File: config.mk
export PLATFORM = sky130hd
export DESIGN_NAME = itrx_aib_phy_rst_seq
export DESIGN_NICKNAME = d
export VERILOG_FILES = /design/src/rtl/itrx_aib_phy_rst_seq_pkg.sv /design/src/rtl/itrx_aib_phy_sync_rstn.sv /design/src/rtl/itrx_aib_phy_rst_seq.sv
export SDC_FILE = /design/constraint.sdc
export NUM_CORES = 1
export LEC_CHECK = 0
export CORE_UTILIZATION = 25
export CTS_CLUSTER_DIAMETER = 40
export DETAILED_ROUTE_END_ITERATION = 10
export PLACE_DENSITY = 0.45
export SETUP_SLACK_MARGIN = 0.05
export SYNTH_ARGS = -nofsm -noshare
export SYNTH_HDL_FRONTEND = slang
export SYNTH_HIERARCHICAL = 1
export SYNTH_SLANG_ARGS = --single-unit
File: constraint.sdc
create_clock -name clk -period 1.8 [get_ports clk]
set_clock_uncertainty 0.2 [all_clocks]
set_input_delay 0.18 -clock clk [delete_from_list [all_inputs] [get_ports clk]]
set_output_delay 0.18 -clock clk [all_outputs]
set_load 0.02 [all_outputs]
File: src/rtl/itrx_aib_phy_rst_seq_pkg.sv
// Shared definitions for the AIB PHY reset sequencer and its CSR readback.
// Latency: n/a (definitions only).
// Backpressure: n/a.
package itrx_aib_phy_rst_seq_pkg;

   localparam int SEQ_STATE_W = 3;

   localparam logic [SEQ_STATE_W-1:0] ST_IDLE      = 3'd0;
   localparam logic [SEQ_STATE_W-1:0] ST_WAIT_LOCK = 3'd1;
   localparam logic [SEQ_STATE_W-1:0] ST_RELEASE   = 3'd2;
   localparam logic [SEQ_STATE_W-1:0] ST_DONE      = 3'd3;
   localparam logic [SEQ_STATE_W-1:0] ST_HOLD      = 3'd4;

   typedef enum logic [SEQ_STATE_W-1:0] {
      S_IDLE      = ST_IDLE,
      S_WAIT_LOCK = ST_WAIT_LOCK,
      S_RELEASE   = ST_RELEASE,
      S_DONE      = ST_DONE,
      S_HOLD      = ST_HOLD
   } seq_state_e;

endpackage

File: src/rtl/itrx_aib_phy_sync_rstn.sv
// Reset synchroniser: asynchronous assert, release after NDFFS clk edges; scan bypass.
// Latency: NDFFS cycles on release, zero on assertion.
// Backpressure: none.
module itrx_aib_phy_sync_rstn #(
   parameter int NDFFS = 2
) (
   input  logic clk,
   input  logic rst_n,
   input  logic scan_mode,
   output logic rst_n_sync
);

   logic [NDFFS-1:0] sync_q;

   always_ff @(posedge clk or negedge rst_n) begin
      if (!rst_n) begin
         sync_q <= '0;
      end else begin
         sync_q <= {sync_q[NDFFS-2:0], 1'b1};
      end
   end

   // Scan needs the reset tree directly controllable from the pin.
   assign rst_n_sync = scan_mode ? rst_n : sync_q[NDFFS-1];

endmodule

File: src/rtl/itrx_aib_phy_rst_seq.sv
// Releases NRST active-low resets in index order after PLL lock, stage_dly cycles apart.
// Latency: bit k lands (k+1)*(stage_dly+1) edges after RELEASE entry; abort lands next edge.
// Backpressure: none; loss of lock or sw_rst_req aborts into a HOLD_CYC-cycle hold.
module itrx_aib_phy_rst_seq
   import itrx_aib_phy_rst_seq_pkg::*;
#(
   parameter int NRST     = 4,
   parameter int CNTW     = 8,
   parameter int HOLD_CYC = 4
) (
   input  logic                   clk,
   input  logic                   rst_n,
   input  logic                   scan_mode,
   input  logic                   pll_lock,
   input  logic                   sw_rst_req,
   input  logic [CNTW-1:0]        stage_dly,
   output logic [NRST-1:0]        rstn_out,
   output logic                   seq_done,
   output logic [SEQ_STATE_W-1:0] seq_state
);

   localparam int SW = (NRST > 1) ? $clog2(NRST) : 1;
   localparam logic [SW-1:0]   LAST_STAGE = SW'(NRST - 1);
   localparam logic [CNTW-1:0] HOLD_LOAD  = CNTW'(HOLD_CYC - 1);

   logic lrst_n;

   itrx_aib_phy_sync_rstn #(
      .NDFFS (2)
   ) u_sync_rstn (
      .clk        (clk),
      .rst_n      (rst_n),
      .scan_mode  (scan_mode),
      .rst_n_sync (lrst_n)
   );

   seq_state_e      state_q, state_d;
   logic [CNTW-1:0] cnt_q, cnt_d;
   logic [SW-1:0]   stage_q, stage_d;
   logic [NRST-1:0] rstn_q, rstn_d;
   logic            done_q, done_d;
   logic            abort;

   assign abort = !pll_lock || sw_rst_req;

   always_ff @(posedge clk or negedge lrst_n) begin
      if (!lrst_n) begin
         state_q <= S_IDLE;
         cnt_q   <= '0;
         stage_q <= '0;
         rstn_q  <= '0;
         done_q  <= 1'b0;
      end else begin
         state_q <= state_d;
         cnt_q   <= cnt_d;
         stage_q <= stage_d;
         rstn_q  <= rstn_d;
         done_q  <= done_d;
      end
   end

   always_comb begin
      state_d = state_q;
      cnt_d   = cnt_q;
      stage_d = stage_q;
      rstn_d  = rstn_q;
      done_d  = done_q;
      case (state_q)
         S_IDLE: begin
            state_d = S_WAIT_LOCK;
         end
         S_WAIT_LOCK: begin
            if (!abort) begin
               cnt_d   = stage_dly;
               stage_d = '0;
               state_d = S_RELEASE;
            end
         end
         S_RELEASE, S_DONE: begin
            // Abort wins over a release landing on the same edge.
            if (abort) begin
               rstn_d  = '0;
               done_d  = 1'b0;
               cnt_d   = HOLD_LOAD;
               state_d = S_HOLD;
            end else if (state_q == S_RELEASE) begin
               if (cnt_q != '0) begin
                  cnt_d = cnt_q - CNTW'(1);
               end else begin
                  rstn_d[stage_q] = 1'b1;
                  if (stage_q == LAST_STAGE) begin
                     done_d  = 1'b1;
                     state_d = S_DONE;
                  end else begin
                     stage_d = stage_q + SW'(1);
                     cnt_d   = stage_dly;
                  end
               end
            end
         end
         S_HOLD: begin
            if (cnt_q != '0) begin
               cnt_d = cnt_q - CNTW'(1);
            end else begin
               state_d = S_WAIT_LOCK;
            end
         end
         default: begin
            state_d = S_IDLE;
         end
      endcase
   end

   assign rstn_out  = scan_mode ? {NRST{rst_n}} : rstn_q;
   assign seq_done  = scan_mode ? rst_n : done_q;
   assign seq_state = state_q;

endmodule

# ---- After elaboration in Yosys (flattened, before gate mapping)
# Cells that the tools add are included.
dict set report word_totals {
  ff_bits 20
  latch_bits 0
  ramBits 0
  rom_bits 0
  in_bits 13
  memories 0
}
dict set report op_classes {
  addsub 2
  multipliers 0
  div 0
  n_lt_le_gt_ge 2
  n_eq_ne 17
  n_shift 0
  mux 32
  n_bitwise 1
  reduce_logical 15
}
# operator count
set ops {}
lappend ops {{8-bit 2-to-1 mux} 6}
lappend ops {{8-bit case mux with 3 select lines} 1}
lappend ops {{3-bit 2-to-1 mux} 6}
lappend ops {{4-bit 2-to-1 mux} 4}
lappend ops {{2-bit != test (second input constant)} 8}
lappend ops {{3-bit case mux with 4 select lines} 1}
lappend ops {{2-bit 2-to-1 mux} 5}
lappend ops {{5-bit AND reduction} 2}
lappend ops {{3-bit != test (second input constant)} 3}
lappend ops {{8-bit nonzero test} 1}
lappend ops {{8-bit by 1-bit subtractor with 8-bit output (second input constant)} 1}
lappend ops {{1-bit 2-to-1 mux} 7}
lappend ops {{3-bit by 2-bit == test with 1-bit output (second input constant)} 2}
lappend ops {{6-bit AND reduction} 1}
lappend ops {{2-bit nonzero test} 3}
lappend ops {{4-bit != test (second input constant)} 1}
lappend ops {{4-bit OR} 1}
lappend ops {{2-bit case mux with 2 select lines} 1}
lappend ops {{4-bit AND reduction} 1}
lappend ops {{3-bit by 1-bit == test with 1-bit output (second input constant)} 1}
lappend ops {{3-bit == test (second input constant)} 1}
lappend ops {{3-bit zero test} 1}
lappend ops {{2-bit by 3-bit less-than comparator with 1-bit output (second input constant)} 1}
lappend ops {{3-bit AND reduction} 1}
lappend ops {{9 further kinds} 9}

# ---- Longest topological paths before layout
dict set report depth {
  ltp_word 8
  ltp_mapped 8
  depth_no_buf 7
}

# ---- Cells and area by module
# Netlist, hierarchy kept.
# module instances cells_per_inst area_each_um2 seq_area_each_um2
set by_module_without_submodules {}
lappend by_module_without_submodules {itrx_aib_phy_rst_seq 1 137 1209.9 450.4}
lappend by_module_without_submodules {itrx_aib_phy_sync_rstn 1 4 68.8 50.0}

# ---- Worst setup path after synthesis
# No wires, ideal clock.
dict set report synth_timing {
  path_kind {reg-to-reg}
  startpoint {reg cnt_q[0]}
  endpoint {reg stage_q[0]}
  setup_time_ns 0.128
  arrival_time_ns 1.881
  required_ns 1.472
  path_slack_ns -0.408
  path_stages_with_launch 8
  path_buffers 0
  cell_sequence {dfrtp_1 > inv_1 > ha_1 > or3b_2 > nor2_8 > a31oi_1 > nor3_2 > mux2_1}
}
dict set report synth_via {
  elab_chain_len 3
}
# item line
set synth_rtl {}
lappend synth_rtl {{start: declaration} itrx_aib_phy_rst_seq.sv:38} ;# logic [CNTW-1:0] cnt_q, cnt_d;
lappend synth_rtl {{start signal: assignment} itrx_aib_phy_rst_seq.sv:55} ;# cnt_q <= cnt_d;
lappend synth_rtl {{8-bit nonzero test} itrx_aib_phy_rst_seq.sv:87} ;# if (cnt_q != '0) begin
lappend synth_rtl {{2-bit != test (no line)} -}
lappend synth_rtl {{6-bit AND reduction (no line)} -}
lappend synth_rtl {{end signal: assignment} itrx_aib_phy_rst_seq.sv:56} ;# stage_q <= stage_d;
lappend synth_rtl {{end: declaration} itrx_aib_phy_rst_seq.sv:39} ;# logic [SW-1:0] stage_q, stage_d;
# Every way passes these cells.
# A chain may end at the register's enable or synchronous reset.

# ---- Final worst setup path
dict set report layout_timing {
  startpoint {reg cnt_q[0]}
  endpoint {reg cnt_q[1]}
}
dict set report layout_via {
  elab_chain_len 5
  word_cells_on_any_way 10
  classes_between {add/sub (1); eq/ne (2); mux (5); reduce/logical (2)}
}
# item line
set layout_rtl {}
lappend layout_rtl {{8-bit by 1-bit subtractor with 8-bit output or 8-bit nonzero test (tied branches)} -}
lappend layout_rtl {{8-bit 2-to-1 mux} itrx_aib_phy_rst_seq.sv:87}
lappend layout_rtl {{8-bit 2-to-1 mux} itrx_aib_phy_rst_seq.sv:86} ;# end else if (state_q == S_RELEASE) begin
lappend layout_rtl {{8-bit 2-to-1 mux} itrx_aib_phy_rst_seq.sv:81} ;# if (abort) begin
lappend layout_rtl {{8-bit case mux with 3 select lines} itrx_aib_phy_rst_seq.sv:68} ;# case (state_q)
# Several ways; a longest one is shown, not always the timed one. The select of a mux whose other input is x is not followed.

==> flow_summary.yaml <==
die:
  start_util_pct: 26.5
  dieArea_um2: 5410
  ios: 21
  die_w_um: 73.5
  core_um2: 4820
  rows: 25
  die_h_um: 73.5
clock_tree:
  htree_levels: 1
  clk_pin_slew_ps: 90
  clockRootBuffer: "clkbuf_8"
  cts_inserted_buffers: 3
  tritoncts: "done"
  clock-sinks: 20
  cts_buffer_depth: 2
  clk_latency_ps: 270
grt:
  grt_pass1_vias: 1364
  grt_pass1_wl_mm: 6.31
  grt_max_degree: 19
  antenna_found_initial: 0
  grt-ovfl-total: 0
  grt.total_usage_pct: 15.3
setup_path:
  critical_path_class: "reg2reg"
  critPathMaxFanout: 3
  path_cells: "inv_2, ha_4, or3b_4, nor2_8, buf_4, buf_4, o21ai_2, mux2i_1, a31oi_2"
  critPathBufInv: 3
  cpPeakStageDelay_ps: 430
  critPathLaunchType: "flop"
  worstPathRequired_ps: 1750
  slowest_stage: "or3b_4"
  cp.arrival_ps: 2040
  path_common_cell: "buf_4"
  endpoint_kind: "flop"
  path_delay_family: "simple AND/OR/NAND/NOR gates"
detailed_routing:
  wl_mm: 3.85
  vias_per_cell: 4.69
  dr.pass1.iters: 4
  antenna_left: 0
  drt_iter0_markers: 48
  via_count: 1276
  drc: 0
  wl_per_cell_um: 14.2
final_layout:
  n_antenna_cell: 0
  multi_input_area_um2: 866
  drive_above_1_share_pct: 42.9
  nNetsFinal: 225
  area_delta_synth_final_pct: 62.6
  regArea_um2: 502
  n_fill_cell: 488
placement:
  place_congestion: 0.847
  hpwl_mm: 2.75
  portBuffers: 20
timing:
  period_share_pct: 116
  maxSlewViolCount: 0
  rsz0062_at_grt: "true"
  min_period_ps: 2090
  setup_viol: 17
  fin_tns_setup_ps: -2730
  worst_slack_ps: -292
  fmax_mhz: 478
  hold_viol_final: 0
status:
  status: "finished, violations left"
  violations: "setup timing"
synth:
  synth_async_sr_flop_share_pct: 100
  synth.cell_area_um2: 1280
  synth-main-ff-cell: "dfrtp_1"
  yosys_warnings: 6
  synth_common_cells: "dfrtp_1 (20), nor2_1 (15), a21oi_1 (11), inv_1 (11), o21ai_0 (11)"
  ys_seq_area_share_pct: 39.1
  ys_ff_latch: 20
  yosysTopAreaCellShare_pct: 39.1
  syn_inst: 141
  yosysUniqueCellTypes: 36
  synthTopCellsByArea: "dfrtp_1 (39%), ha_1 (5.9%), nor2_1 (4.4%), a21oi_1 (4.3%), o21ai_0 (4.3%)"
  synth_nets: 160
  synth-edff-count: 0
  synth.most_common_cell: "dfrtp_1"
  yosysTopAreaCell: "dfrtp_1"
  avgSynthCellArea_um2: 9.07
run:
  max-cap-violations: 0
pwr:
  power_leakage_nw: 0.923
  irDropWorstVdd_uv: 449
  p_per_area_nw_per_um2: 1330
  totalPowerFinal_w: 0.00277
hold_path:
  min_path_type: "reg2async"
==> worst paths after layout <==
path,from,to,slack [ps],cells past startpoint
max in group asynchronous,rst_n,seq_state[1],380,4
worst min-delay path,u_sync_rstn/sync_q[1],cnt_q[4],60,1
worst max register to register,cnt_q[0],cnt_q[1],-290,9
worst min register to register,u_sync_rstn/sync_q[1],cnt_q[4],60,1
min in group clk,u_sync_rstn/sync_q[0],u_sync_rstn/sync_q[1],160,0
worst max-delay path,cnt_q[0],cnt_q[1],-290,9
==> what timing repair did <==
action / in CTS / in global routing
pin swaps: 7 / 13
hold endpoints to repair: 2 / 0
buffers inserted: 1 / 3
gates cloned: 1 / 0
gates resized for setup: 33 / 32
endpoints found under the setup margin: 25 / 23
hold buffers: 1 / 0
==> report_power, final <==
group / leakage (nW) / switching (W) / total (W) / internal (W)
clock: 0.0288 / 0.000161 / 0.000356 / 0.000195
sequential: 0.253 / 0.000133 / 0.000714 / 0.000581
combinational: 0.641 / 0.000843 / 0.00170 / 0.000858
==> through the flow <==
stage	cell area, um^2	instances	setup WS, ps	util, %	hold slack, ps
2_1_floorplan	1300	141	-306	-	-316
3_3_place_gp	1840	262	-320	38.2	63.6
3_5_place_dp	1840	262	-359	38.2	69.3
4_1_cts	2000	269	-300	41.5	82.2
5_1_grt	2080	272	-360	43.2	91.6
6_report	2080	272	-292	43.2	62.8
==> sequential cells by signal (all words and copies together), names as in the netlist <==
name,flops
u_sync_rstn/sync_q,2
done_q,1
stage_q,2
cnt_q,8
rstn_q,4
seq_state,3
==> layout make-up <==
cell class | instances | area share [%]
multi-input cells | 105 | 41.6
inverters | 11 | 1.99
repair buffers | 65 | 25.6
clock buffers | 4 | 2.65
well taps | 67 | 4.03
flip-flops and latches | 20 | 24.1
==> cells by family (layout without fill, tap and decap cells) <==
group	after synthesis	after routing	synth area share, %
muxes	5	5	4.40
DFF	20	20	39.1
and+or+nand+nor	49	49	21.5
buffers and inverters	16	80	6.07
AOI/OAI and AO/OA	44	44	22.7
other	1	1	0.293
adders and majority gates	6	6	5.87
==> routing by layer <==
metal	wire length (um)	GRT usage, %	vias to the layer above
met5	0	0	-
li1	-	-	640
met3	107	2.19	7
met1	1740	19.2	605
met4	69	5.98	0
met2	1930	26.4	24
==> cell usage in the layout, fill, tap and decap left out, types with 6 or more instances in the layout <==
master,count
dfrtp_1,19
o21ai_0,6
nand2_1,9
inv_1,9
buf_4,39
clkdlybuf4s50_1,13
a21oi_1,6
nor2_1,12
Power figures use the tool's default switching activity.
